<file path="config.mk">
export PLATFORM = sky130hd
export DESIGN_NAME = fpu_fp80_pack_wb
export DESIGN_NICKNAME = d
export VERILOG_FILES = /design/src/rtl/fpu_pkg.sv /design/src/rtl/fpu_lzc52.sv /design/src/rtl/fpu_fp80_pack_wb.sv
export SDC_FILE = /design/constraint.sdc
export NUM_CORES = 1
export LEC_CHECK = 0
export CELL_PAD_IN_SITES_DETAIL_PLACEMENT = 1
export CELL_PAD_IN_SITES_GLOBAL_PLACEMENT = 1
export CORE_MARGIN = 2
export CORE_UTILIZATION = 44
export DETAILED_ROUTE_END_ITERATION = 16
export GPL_TIMING_DRIVEN = 0
export PLACE_DENSITY_LB_ADDON = 0.1
export REMOVE_ABC_BUFFERS = 1
export SLEW_MARGIN = 20
export SYNTH_ARGS = -nofsm -noshare
export SYNTH_HDL_FRONTEND = slang
export SYNTH_SLANG_ARGS = --single-unit
</file>
<file path="constraint.sdc">
create_clock -name clk -period 5.7 [get_ports clk]
set_clock_uncertainty 0.2 [all_clocks]
set_input_delay 0.57 -clock clk [delete_from_list [all_inputs] [get_ports clk]]
set_output_delay 0.57 -clock clk [all_outputs]
set_load 0.05 [all_outputs]
</file>
<file path="src/rtl/fpu_pkg.sv">
// Shared FPU constants: x87 extended-format field widths, rebias values,
// tag-word encodings, status-word bit positions and canonical mantissas.
package fpu_pkg;

  localparam int FP80_EXP_W  = 15;
  localparam int FP80_MANT_W = 64;
  localparam int FP80_W      = 1 + FP80_EXP_W + FP80_MANT_W;

  // binary64 bias 1023 -> extended bias 16383
  localparam logic [FP80_EXP_W-1:0] EXP_REBIAS_NORM = 15'd15360;
  // subnormal: exponent of leading one p is p - 1074 + 16383
  localparam logic [FP80_EXP_W-1:0] EXP_REBIAS_SUB  = 15'd15309;
  localparam logic [FP80_EXP_W-1:0] EXP_SPECIAL     = 15'h7FFF;

  typedef enum logic [1:0] {
    TW_VALID   = 2'b00,
    TW_ZERO    = 2'b01,
    TW_SPECIAL = 2'b10
  } tagword_e;

  // Status-word exception bit positions within the 6-bit field
  localparam int PE = 5;
  localparam int UE = 4;
  localparam int OE = 3;
  localparam int ZE = 2;
  localparam int DE = 1;
  localparam int IE = 0;

  // Infinity: explicit integer bit only. Quiet NaN: integer bit + quiet bit.
  localparam logic [FP80_MANT_W-1:0] INF_MANT  = 64'h8000_0000_0000_0000;
  localparam logic [FP80_MANT_W-1:0] QNAN_MANT = 64'hC000_0000_0000_0000;

endpackage

</file>
<file path="src/rtl/fpu_lzc52.sv">
// Leading-one position of a 52-bit fraction, used to normalize binary64
// subnormals. zero_o is set when no bit is set (p_o is then 0).
module fpu_lzc52 (
  input  logic [51:0] f_i,
  output logic [5:0]  p_o,
  output logic        zero_o
);

  // Scan upward; the highest set bit is the last one to write p_o
  always_comb begin
    p_o    = '0;
    zero_o = 1'b1;
    for (int i = 0; i < 52; i++) begin
      if (f_i[i]) begin
        p_o    = 6'(i);
        zero_o = 1'b0;
      end
    end
  end

endmodule

</file>
<file path="src/rtl/fpu_fp80_pack_wb.sv">
// Widens binary64 square-root results to x87 extended format, classifies the
// tag word, buffers two results for register-stack writeback and keeps the
// sticky status-word exception bits.
//
// Handshake: a transfer happens on a clock edge where valid and ready are
// both high; the producer must hold its data stable while valid is high and
// ready is low. in_ready depends only on rst and the fill level, never on
// in_valid, and out_* always present the head entry straight from registers.
module fpu_fp80_pack_wb
  import fpu_pkg::*;
#(
  parameter int TAG_W = 3,
  parameter int DEPTH = 2
) (
  input  logic              clk,
  input  logic              rst,
  input  logic              in_valid,
  output logic              in_ready,
  input  logic [63:0]       in_y,
  input  logic              in_invalid,
  input  logic              in_inexact,
  input  logic              in_overflow,
  input  logic              in_underflow,
  input  logic [TAG_W-1:0]  in_tag,
  output logic              out_valid,
  input  logic              out_ready,
  output logic [79:0]       out_data,
  output logic [1:0]        out_tagword,
  output logic [TAG_W-1:0]  out_tag,
  input  logic [5:0]        cw_mask,
  input  logic              clr_exc,
  output logic [5:0]        sw_exc,
  output logic              exc_pending
);

  localparam logic [1:0] FULL = 2'(DEPTH);

  // Buffer storage and pointers
  logic [FP80_W-1:0] data_q [DEPTH];
  tagword_e          tw_q   [DEPTH];
  logic [TAG_W-1:0]  tag_q  [DEPTH];
  logic [5:0]        flg_q  [DEPTH];
  logic              head_q, tail_q;
  logic [1:0]        count_q, count_d;

  logic [5:0] sw_exc_q, sw_exc_d;
  logic       pend_q;

  logic push, pop;

  // Conversion signals
  logic                   s_in;
  logic [10:0]            e_in;
  logic [51:0]            f_in;
  logic [5:0]             lz_p;
  logic                   lz_zero;
  logic [FP80_EXP_W-1:0]  conv_exp;
  logic [FP80_MANT_W-1:0] conv_mant;
  tagword_e               conv_tw;
  logic [5:0]             in_flags;

  assign s_in = in_y[63];
  assign e_in = in_y[62:52];
  assign f_in = in_y[51:0];

  assign in_ready  = !rst && (count_q != FULL);
  assign out_valid = (count_q != 2'd0);
  assign push      = in_valid && in_ready;
  assign pop       = out_valid && out_ready;

  assign out_data    = data_q[head_q];
  assign out_tagword = tw_q[head_q];
  assign out_tag     = tag_q[head_q];
  assign sw_exc      = sw_exc_q;
  assign exc_pending = pend_q;

  fpu_lzc52 u_lzc (
    .f_i    (f_in),
    .p_o    (lz_p),
    .zero_o (lz_zero)
  );

  // Classify the incoming binary64 value and build the extended encoding
  always_comb begin
    conv_exp  = '0;
    conv_mant = '0;
    conv_tw   = TW_VALID;
    if (e_in == 11'h7FF) begin
      conv_exp = EXP_SPECIAL;
      conv_tw  = TW_SPECIAL;
      if (f_in == 52'd0) begin
        conv_mant = INF_MANT;
      end else begin
        // NaN payload kept, quiet bit forced so SNaNs become QNaNs
        conv_mant = QNAN_MANT | {2'b00, f_in[50:0], 11'b0};
      end
    end else if (e_in == 11'd0) begin
      if (lz_zero) begin
        conv_tw = TW_ZERO;
      end else begin
        // Extended format has range for every binary64 subnormal: normalize
        conv_exp  = 15'(lz_p) + EXP_REBIAS_SUB;
        conv_mant = {12'b0, f_in} << (6'd63 - lz_p);
      end
    end else begin
      conv_exp  = {4'b0, e_in} + EXP_REBIAS_NORM;
      conv_mant = {1'b1, f_in, 11'b0};
    end
  end

  // Pack upstream flags into status-word bit order
  always_comb begin
    in_flags     = '0;
    in_flags[PE] = in_inexact;
    in_flags[UE] = in_underflow;
    in_flags[OE] = in_overflow;
    in_flags[ZE] = 1'b0;
    in_flags[DE] = 1'b0;
    in_flags[IE] = in_invalid;
  end

  // Fill level and sticky exception next-state
  always_comb begin
    count_d = count_q;
    case ({push, pop})
      2'b10:   count_d = count_q + 2'd1;
      2'b01:   count_d = count_q - 2'd1;
      default: count_d = count_q;
    endcase
    sw_exc_d = clr_exc ? 6'd0 : sw_exc_q;
    if (pop) begin
      sw_exc_d = sw_exc_d | flg_q[head_q];
    end
  end

  // Buffer writes, pointer advance, sticky status and pending indication
  always_ff @(posedge clk) begin
    if (rst) begin
      for (int i = 0; i < DEPTH; i++) begin
        data_q[i] <= '0;
        tw_q[i]   <= TW_VALID;
        tag_q[i]  <= '0;
        flg_q[i]  <= '0;
      end
      head_q   <= 1'b0;
      tail_q   <= 1'b0;
      count_q  <= 2'd0;
      sw_exc_q <= 6'd0;
      pend_q   <= 1'b0;
    end else begin
      if (push) begin
        data_q[tail_q] <= {s_in, conv_exp, conv_mant};
        tw_q[tail_q]   <= conv_tw;
        tag_q[tail_q]  <= in_tag;
        flg_q[tail_q]  <= in_flags;
        tail_q         <= ~tail_q;
      end
      if (pop) begin
        head_q <= ~head_q;
      end
      count_q  <= count_d;
      sw_exc_q <= sw_exc_d;
      pend_q   <= |(sw_exc_d & ~cw_mask);
    end
  end

endmodule

</file>
# After elaboration in Yosys (flattened, before gate mapping)

Memory sizes are Yosys's and may differ from the RTL's. A register that Yosys moved wholly into a read port is not among the register bits.
Index checks and enable logic that the tools add are counted.

Shift operators: 1
Reductions and logical operators: 13
Muxes and demuxes: 141
Equal/unequal tests: 4
Bitwise gates (word level): 5
$add $sub $neg: 5

Operators with widths:

| cell                   | count |
|---|---|
| $mux 64                | 3 |
| $mux 6                 | 22 |
| $mux 5                 | 16 |
| $mux 80                | 1 |
| $reduce_or 80->1       | 1 |
| $mux 1                 | 76 |
| $shl 52x6->64          | 1 |
| $mux 63                | 1 |
| $logic_not 52->1       | 1 |
| $mux 15                | 3 |
| $mux 4                 | 9 |
| $add 11x14->15 const B | 1 |
| $add 6x14->15 const B  | 1 |
| $mux 3                 | 5 |
| $eq 11x11->1 const B   | 1 |
| $logic_not 11->1       | 1 |
| $mux 2                 | 4 |
| $and 6x6->6            | 1 |
| $not 6->6              | 1 |
| $or 6x6->6             | 1 |
| $reduce_or 6->1        | 1 |
| $sub 6x6->6 const A    | 1 |
| $pmux 2 s2             | 1 |
| $reduce_bool 2->1      | 2 |
| other kinds (11)       | 14 |

RAM bits: 178
Memories: 4
Word-level logic and storage cells: 178
Output and inout port bits: 94
Flip-flop bits (word level): 11
Input port bits: 82

Memories:

| name   | words | bits a word | rd ports | clocked after Yosys merged registers in | wr ports | RTL line               | text |
|---|---|---|---|---|---|---|---|
| data_q | 2     | 80          | 1        | 1                                       | 2        | fpu_fp80_pack_wb.sv:39 | `logic [FP80_W-1:0] data_q [DEPTH];` |
| flg_q  | 2     | 4           | 1        | 1                                       | 2        | fpu_fp80_pack_wb.sv:42 | `logic [5:0] flg_q [DEPTH];` |
| tag_q  | 2     | 3           | 1        | 1                                       | 2        | fpu_fp80_pack_wb.sv:41 | `logic [TAG_W-1:0] tag_q [DEPTH];` |
| tw_q   | 2     | 2           | 1        | 1                                       | 2        | fpu_fp80_pack_wb.sv:40 | `tagword_e tw_q [DEPTH];` |

# Logic depth before layout (Yosys ltp)

Gate-level depths: netlist of the first run.

Word-level depth: 57
Gate-level depth with buffers: 15
Mapped depth without buffers: 11

# By module

Synthesis of the first run repeated with hierarchy kept, for this count alone.

Cells, all modules: 1242
Area total of the unflattened synthesis: 13083.8 um^2

Modules (own cells, without submodules):

| module           | area each (um^2) | instances | sequential area each (um^2) | cells each |
|---|---|---|---|---|
| fpu_fp80_pack_wb | 12436.9          | 1         | 5465.2                      | 1130 |
| fpu_lzc52        | 646.9            | 1         | 0.0                         | 112 |

# Worst setup path before layout of the first run

Ideal clock, no wire load.

Path type: in2reg
Start point: in rst
End point: mem data_q[0][0] (netlist bit) (enable)
Library setup time: 0.460 ns
Setup slack: 0.715 ns
Stages on the path: 6
Required time: 5.040 ns
Arrival time: 4.324 ns
Path buffers: 2
Cells stage by stage: a21oi_1 -> nand2_1 -> or2_2 -> clkbuf_1 -> clkbuf_1 -> nand2b_1

RTL lines:

| item               | RTL line               | text |
|---|---|---|
| start: declaration | fpu_fp80_pack_wb.sv:16 | `input logic rst,` |
| end: declaration   | fpu_fp80_pack_wb.sv:39 |  |

==> impl_metrics.sql, run 1 <==
INSERT INTO impl_metrics (metric_group, metric, value, unit) VALUES
('run_status', 'run_status', 'complete, but fails checks', ''),
('run_status', 'violations', 'negative setup slack', ''),
('worst_setup_path', 'endpoint_kind', 'register', ''),
('route', 'drt-total-wl', '68000', 'µm'),
('worst_setup_path', 'ff2ff_setup_slack', '2.47', 'ns'),
('yosys', 'synthesis.yosys.warnings', '0', ''),
('floorplanning', 'ios', '176', ''),
('clock_network', 'clockBufferDepth', '2', ''),
('clock_network', 'tritoncts_num_sinks', '186', ''),
('sta', 'hold_slack', '0.311', 'ns'),
('sta', 'timing.final.hold_violations', '0', ''),
('worst_setup_path', 'cp.arrival', '5.96', 'ns'),
('yosys', 'post_synth_instance_area', '13800', 'µm²'),
('yosys', 'postSynthRegisterBits', '186', ''),
('yosys', 'synth_top_cells_by_area', 'edfxtp_1, mux2_2, nor2_1', ''),
('floorplanning', 'initial_utilization', '0.449', ''),
('worst_setup_path', 'rr_startpoint', 'count_q[0]', ''),
('yosys', 'post-synth-top-area-fraction', '0.378', ''),
('yosys', 'synth_async_sr_flop_share', '0', ''),
('floorplanning', 'floorplan.die.width', '181', 'µm'),
('floorplanning', 'area_of_the_die', '32800', 'µm²'),
('sta', 'timing.final.max_slew_violations', '0', ''),
('yosys', 'synth.avg_cell_area', '9.20', 'µm²'),
('sta', 'max_slew.worst_pin.slew', '1.17', 'ns'),
('yosys', 'synthesis.instances', '1500', ''),
('layout', 'layout.nets', '1679', ''),
('grt', 'overflow', '0', ''),
('power', 'power.sequential.fraction', '0.329', ''),
('grt', 'grt_first_pass_wirelength', '99400', 'µm'),
('yosys', 'synth_sequential_area_ratio', '0.396', ''),
('layout', 'fillCellCount', '3411', ''),
('sta', 'worst_slack', '-0.175', 'ns'),
('power', 'comb_power_share', '0.424', ''),
('worst_setup_path', 'worst_setup_path_endpoint', 'data_q[1][57]', ''),
('power', 'share_clk_of_total_power', '0.247', ''),
('sta', 'timing.final.crit_period', '5.87', 'ns'),
('floorplanning', 'floorplan.core_area', '30700', 'µm²'),
('grt', 'grtUsageTotal', '0.411', ''),
('power', 'power.static_leakage', '5.88', 'nW'),
('route', 'drt_first_iter_violations', '2004', ''),
('grt', 'grt_start_max_net_pins', '60', ''),
('flow_run', 'drv_cap', '0', ''),
('yosys', 'synth-main-ff-cell', 'edfxtp_1', ''),
('power', 'power.density_cell_area', '315', 'nW/µm²'),
('worst_hold_path', 'class_of_the_worst_hold_path', 'register to register', ''),
('layout', 'area.growth.synth_to_final', '21.1', '%'),
('worst_setup_path', 'cp_data_required_time', '5.79', 'ns'),
('route', 'number_of_vias_after_detailed_routing', '14700', ''),
('sta', 'relSlewSlack', '0.217', ''),
('place', 'dp.cells', '1966', ''),
('worst_setup_path', 'cp-startpoint', 'in_y[49]', ''),
('floorplanning', 'die-height', '181', 'µm'),
('sta', 'rsz_0062_raised_after_global_routing', 'no', ''),
('clock_network', 'tritoncts.num_buffers', '17', ''),
('layout', 'instances_no_fill', '2005', ''),
('grt', 'grt_pass1_vias', '14600', ''),
('clock_network', 'cts_tree', 'done', ''),
('clock_network', 'clkSlewWorstSetupHoldPaths', '0.07', 'ns'),
('place', 'post_placement_worst_setup_slack', '-1.39', 'ns'),
('worst_setup_path', 'start_kind', 'input pin', ''),
('worst_setup_path', 'worst_r2r_endpoint', 'data_q[1][42]', ''),
('sta', 'setup_viol', '10', ''),
('route', 'post-route-drc-count', '0', ''),
('sta', 'finalSetupTns', '-0.690', 'ns'),
('sta', 'maxClockFrequency', '170', 'MHz'),
('floorplanning', 'row_count', '64', ''),
('layout', 'final_layout_size_suffix_gt1_frac', '0.132', ''),
('power', 'vdd_ir_drop_max', '0.220', 'mV'),
('clock_network', 'clock-root-buffer', 'clkbuf_16', ''),
('worst_setup_path', 'critical_path_class', 'input pin to register', ''),
('sta', 'final.period_utilization', '1.03', '');
critical path, stage by stage:
cell	delay [ns]
clkdlybuf4s50_1	0.73
nor4_2	0.84
buf_2	0.37
buf_2	0.25
nand2_1	0.52
or3_1	0.67
nor2_1	0.87
nand2_1	0.47
o21ai_0	0.32
a221oi_1	0.12
a21oi_1	0.22
power groups by stage:
| stage | sequential, W | combinational [W] | clock, W |
|---|---|---|---|
| floorplan | 0.00177 | 0.00134 | 0 |
| global placement | 0.00180 | 0.00209 | 0 |
| detailed placement | 0.00176 | 0.00217 | 0 |
| CTS | 0.00174 | 0.00219 | 0.00131 |
| global route | 0.00175 | 0.00230 | 0.00135 |
| finish | 0.00174 | 0.00223 | 0.00130 |
registers in the layout, summed over array words and instances (netlist names), named ones only:
name,count
tw_q,4
data_q,156
tag_q,6
head_q,1
count_q,2
sw_exc,6
flg_q,8
tail_q,1
exc_pending,1
logic make-up (layout without fill, tap and decap cells):
group                      after synthesis  after routing  synth area share
DFF                                    186            186             0.396
muxes                                  133            133             0.108
other                                    1             23          0.000272
AOI/OAI and AO/OA                      482            482             0.259
and+or+nand+nor                        521            521             0.181
adders and majority gates                2              2           0.00181
xor gates and xnor gates                 5              5           0.00317
buffers and inverters                  170            257            0.0506
cell usage in the layout, fill, tap and decap left out, types with 17 or more instances in the layout:
cell type	n
a211oi_1	33
a21oi_1	94
a221oi_1	27
a31oi_1	20
and2_1	42
clkbuf_16	17
clkdlybuf4s50_1	172
conb_1	22
edfxtp_1	174
inv_1	23
mux2_2	94
mux2i_1	34
nand2_1	96
nand3_1	36
nor2_1	162
nor3_1	59
nor4_1	24
o211ai_1	33
o21ai_0	44
o22ai_1	19
how the worst min path moves through the flow:
stage	from	endpoint	cells past startpoint
CTS	sw_exc[1]	sw_exc[1]	1
finish	sw_exc[1]	sw_exc[1]	1
global placement	tail_q	tail_q	2
floorplan	count_q[1]	count_q[1]	2
detailed placement	sw_exc[1]	sw_exc[1]	1
global route	sw_exc[2]	sw_exc[2]	1
cell type report:
class | count | area, µm² | area share
inverter | 25 | 104 | 0.00621
timing repair buffer | 200 | 2130 | 0.127
tap | 396 | 495 | 0.0296
clock buffer | 18 | 429 | 0.0257
antenna | 1 | 2.50 | 0.000150
sequential | 186 | 5470 | 0.327
clock inverter | 14 | 188 | 0.0112
multi-input combinational | 1165 | 7900 | 0.473
stage by stage:
stage                     utilization  cell area [µm²]  total power [W]
after detailed placement        0.520            16000          0.00393
after CTS                       0.542            16700          0.00524
after global routing            0.544            16700          0.00540
final                           0.544            16700          0.00527
after floorplan                     -            13300          0.00311
after global placement          0.505            15500          0.00389
synth_stat cells, types with 8 or more instances:
cell	instances
buf_1	14
a211oi_1	34
clkbuf_1	100
dfxtp_1	12
nor3_1	60
nand2_1	101
a21o_1	11
and2_1	42
a32oi_1	11
or4_1	14
o211ai_1	33
or3_1	14
o21ai_0	45
nor4_1	27
mux2_2	94
a221oi_1	28
buf_2	22
o22ai_1	19
inv_1	24
nand3_1	38
nor2_1	167
and3_1	13
nand2b_1	8
o2bb2ai_1	8
a21oi_1	94
a22oi_1	12
edfxtp_1	174
o221ai_1	15
mux2i_1	35
a22o_1	14
o31ai_1	8
a221o_1	13
nand4_1	14
o211a_1	8
a31oi_1	20
a32o_1	8
routing by layer:
metal,share of wire,GRT usage,up-vias
li1,-,-,6076
met1,0.40,0.540,7342
met2,0.45,0.641,1008
met3,0.10,0.0913,237
met4,0.052,0.199,4
met5,0.00087,0,-
what timing repair did:
item | CTS | global route
gates resized for setup | 11 | 7
setup endpoints to repair | 90 | 46
setup buffers | 4 | 2
gates cloned | 0 | 0
pin swaps | 3 | 1
Note: power is estimated with default switching activity, not from simulation.
==> run 2: changes to the inputs <==
ABC_AREA = 0   (was default)
==> results of run 2 <==
No change in the layout: final DEF, timing and power equal those of run 1.
==> run 3: changes to the inputs <==
SYNTH_HIERARCHICAL = 1   (was default)
==> impl_metrics.sql, run 3 <==
INSERT INTO impl_metrics (metric_group, metric, value, unit) VALUES
('yosys', 'synth_compound_area_frac', '0.141', ''),
('worst_setup_path', 'delay_of_the_slowest_cell_on_the_worst_path', '0.68', 'ns'),
('yosys', 'synth-main-ff-cell', 'edfxtp_1', ''),
('route', 'first_pass_iters', '9', ''),
('yosys', 'synth_sequential_area_ratio', '0.418', ''),
('grt', 'antenna_violations_before_repair', '0', ''),
('clock_network', 'tritoncts_num_sinks', '186', ''),
('layout', 'mostFrequentLayoutCells', 'edfxtp_1, clkdlybuf4s50_1, nor2_1', ''),
('yosys', 'synth_top_cells_by_area', 'edfxtp_1, mux2_2, mux4_2', ''),
('sta', 'relSlewSlack', '0.331', ''),
('sta', 'worst_slack', '-0.0711', 'ns'),
('sta', 'maxClockFrequency', '173', 'MHz'),
('layout', 'largestRegisters', 'data_q (156), flg_q (8)', ''),
('layout', 'largest_register', 'data_q', ''),
('route', 'detail-route-antenna-nets', '0', ''),
('floorplanning', 'row_count', '63', ''),
('worst_setup_path', 'timing.critical_path.fanout_max', '16', ''),
('yosys', 'post_synth_num_cell_types', '76', ''),
('layout', 'layout.nets', '1463', ''),
('route', 'routedWlPerCell', '29.4', 'µm'),
('sta', 'finalSetupTns', '-0.216', 'ns'),
('place', 'post_placement_worst_setup_slack', '-0.925', 'ns'),
('sta', 'rsz_0062_raised_after_global_routing', 'no', ''),
('grt', 'overflow', '0', ''),
('yosys', 'synth.avg_cell_area', '10.5', 'µm²'),
('grt', 'grt_first_pass_wirelength', '78100', 'µm'),
('yosys', 'synthesis.yosys.warnings', '6', ''),
('yosys', 'synth_top_family_by_area', 'multiplexers', ''),
('worst_setup_path', 'slowest_stage', 'clkdlybuf4s50_1', ''),
('run_status', 'violations', 'negative setup slack', ''),
('yosys', 'synth_top_cell_by_area', 'edfxtp_1', ''),
('worst_setup_path', 'ff2ff_setup_slack', '2.01', 'ns'),
('power', 'vdd_ir_drop_max', '0.158', 'mV'),
('worst_setup_path', 'critical_path.n_buffers_inverters', '4', ''),
('layout', 'fillCellCount', '3136', ''),
('sta', 'final.period_utilization', '1.01', ''),
('route', 'post-route-drc-count', '0', ''),
('sta', 'timing.final.crit_period', '5.77', 'ns'),
('power', 'power.density_cell_area', '314', 'nW/µm²'),
('grt', 'grt_start_max_net_pins', '52', ''),
('yosys', 'post_synth_most_frequent_cells', 'edfxtp_1, nor2_1, mux2_2', ''),
('yosys', 'synth_adder_area_share', '0.00191', ''),
('yosys', 'post_synth_instance_area', '13100', 'µm²'),
('clock_network', 'clock-root-buffer', 'clkbuf_16', ''),
('power', 'power.static_leakage', '5.81', 'nW'),
('layout', 'fin_util', '0.549', ''),
('clock_network', 'post_cts_hold_buffer_count', '0', ''),
('layout', 'area.growth.synth_to_final', '23.7', '%'),
('layout', 'multi_input_logic_area', '7340', 'µm²'),
('worst_setup_path', 'cp_data_required_time', '5.81', 'ns'),
('place', 'total_of_buffers_placed_on_input_and_output_ports', '175', ''),
('route', 'post_drt_via_cell_ratio', '6.70', ''),
('sta', 'setup_viol', '4', ''),
('worst_setup_path', 'critical_path_class', 'input pin to register', ''),
('worst_setup_path', 'endpoint_kind', 'register', ''),
('clock_network', 'clock_tree.htree_level_count', '4', ''),
('yosys', 'synthesis.instances', '1242', ''),
('floorplanning', 'die-height', '176', 'µm'),
('floorplanning', 'ios', '176', ''),
('route', 'drt_first_iter_violations', '1079', ''),
('clock_network', 'tritoncts.num_buffers', '17', ''),
('yosys', 'post_synth_and_or_nand_nor_area_fraction', '0.156', ''),
('layout', 'layout.area.seq', '5470', 'µm²'),
('worst_setup_path', 'cp.arrival', '5.88', 'ns'),
('clock_network', 'clockBufferDepth', '2', ''),
('layout', 'layout.cells.most_common', 'edfxtp_1', ''),
('floorplanning', 'floorplan.core_area', '29500', 'µm²'),
('yosys', 'most_common_cell_in_the_netlist', 'edfxtp_1', ''),
('grt', 'grt_pass1_vias', '12300', ''),
('flow_run', 'drv_cap', '0', ''),
('worst_setup_path', 'cell_with_the_most_instances_on_the_worst_path', 'buf_6', ''),
('yosys', 'post-synth-top-area-fraction', '0.399', ''),
('clock_network', 'cts_tree', 'done', ''),
('yosys', 'proportion_of_synthesized_area_in_mux_cells', '0.244', ''),
('yosys', 'synth_async_sr_flop_share', '0', ''),
('worst_hold_path', 'class_of_the_worst_hold_path', 'register to register', ''),
('grt', 'grtUsageTotal', '0.337', ''),
('floorplanning', 'area_of_the_die', '31100', 'µm²'),
('layout', 'final_layout_size_suffix_gt1_frac', '0.198', ''),
('yosys', 'postSynthRegisterBits', '186', ''),
('place', 'detailed_place_hpwl', '38200', 'µm'),
('route', 'drt-total-wl', '52400', 'µm'),
('worst_setup_path', 'start_kind', 'input pin', ''),
('run_status', 'run_status', 'complete, but fails checks', ''),
('worst_setup_path', 'critical_path.top_delay_family', 'compound AO/OA/AOI/OAI gates', ''),
('route', 'number_of_vias_after_detailed_routing', '11900', ''),
('sta', 'timing.final.max_slew_violations', '0', ''),
('sta', 'max_slew.worst_pin.slew', '1.00', 'ns'),
('floorplanning', 'initial_utilization', '0.444', ''),
('clock_network', 'clock_insertion_delay_at_the_later_pin_of_the_skew_report', '0.45', 'ns'),
('clock_network', 'clkSlewWorstSetupHoldPaths', '0.07', 'ns'),
('place', 'gpl.final_weighted_congestion', '1.01', ''),
('layout', 'n_antenna_cell', '0', ''),
('floorplanning', 'floorplan.die.width', '176', 'µm'),
('layout', 'max_reg_flops', '156', ''),
('sta', 'timing.final.hold_violations', '0', ''),
('yosys', 'synth_enable_flop_cells', '174', ''),
('yosys', 'synth-xor-area-share', '0.00469', ''),
('worst_setup_path', 'path_cells', 'clkdlybuf4s50_1, o31a_1, o41ai_1, a2111oi_1, o31ai_4, buf_6, buf_6, clkinv_1, mux2i_1, o21ai_0, mux2i_2, o221ai_1, a32o_1', '');
run 3: changes by cell type in the layout (fill, tap and decap cells not counted), moves of 16 or more:
cell,change
a21oi_1,-54
mux4_2,+43
mux2_2,+33
nor3_1,-30
mux2i_1,+26
o211ai_1,-26
nand3_1,-24
a221oi_1,-22
conb_1,-22
a211oi_1,-20
nand2_1,+20
and2_1,-18
a31oi_1,-16
run 3: worst register-to-register path, stage by stage, from the launching register on:
cell and delay [ns]:
dfxtp_1 0.41, inv_1 0.06, a21oi_1 0.42, nand2_1 0.19, nor2_2 0.72, nand3_1 0.92
o21ai_0 0.55
run 3: kinds of logic (layout without fill, tap and decap cells):
kind of cell,after synthesis,count (layout)
AO/OA/AOI/OAI,262,262
AND/OR/NAND/NOR,440,440
adder cells (fa/ha/maj),2,2
XOR/XNOR,7,7
buffers and inverters,103,253
multiplexers,242,242
flip-flops,186,186
run 3: area by class of cell:
class | instances | area share
Clock buffer | 18 | 0.0265
Inverter | 18 | 0.00441
Clock inverter | 14 | 0.00866
Sequential cell | 186 | 0.338
Tap cell | 390 | 0.0301
Timing Repair Buffer | 203 | 0.139
Multi-Input combinational cell | 953 | 0.453
run 3: repair_timing:
action	CTS	global route
setup endpoints to repair	74	39
resized for setup	8	15
buffers inserted	1	1
pin swaps	1	2
run 3: metrics by stage:
step	instances	total power, W	hold slack [ns]	area, µm²
3_5_place_dp	1748	0.00389	0.295	15500
5_1_grt	1782	0.00525	0.321	16200
2_1_floorplan	1157	0.00311	0.260	12700
4_1_cts	1781	0.00509	0.305	16100
3_3_place_gp	1722	0.00387	0.279	14900
6_report	1782	0.00508	0.303	16200
run 3: worst paths after layout:
kind                    from             to  depth (start not counted)
setup / recovery     in_y[4]  data_q[0][42]                         13
hold reg to reg    sw_exc[1]      sw_exc[1]                          1
hold / removal     sw_exc[1]      sw_exc[1]                          1
setup reg to reg  count_q[0]  data_q[0][24]                          6
run 3: power breakdown:
group	leakage [nW]	internal [W]	switching (W)	total, W
clock	0.266	0.000613	0.000583	0.00120
sequential	1.92	0.00163	0.0000804	0.00171
combinational	3.62	0.000814	0.00136	0.00217
run 3: routing by layer:
layer	vias up	global-route usage	routed length [µm]
li1	5086	-	-
met4	0	0.150	2420
met1	6102	0.449	21200
met3	134	0.0560	4170
met5	-	0	0
met2	619	0.543	24600
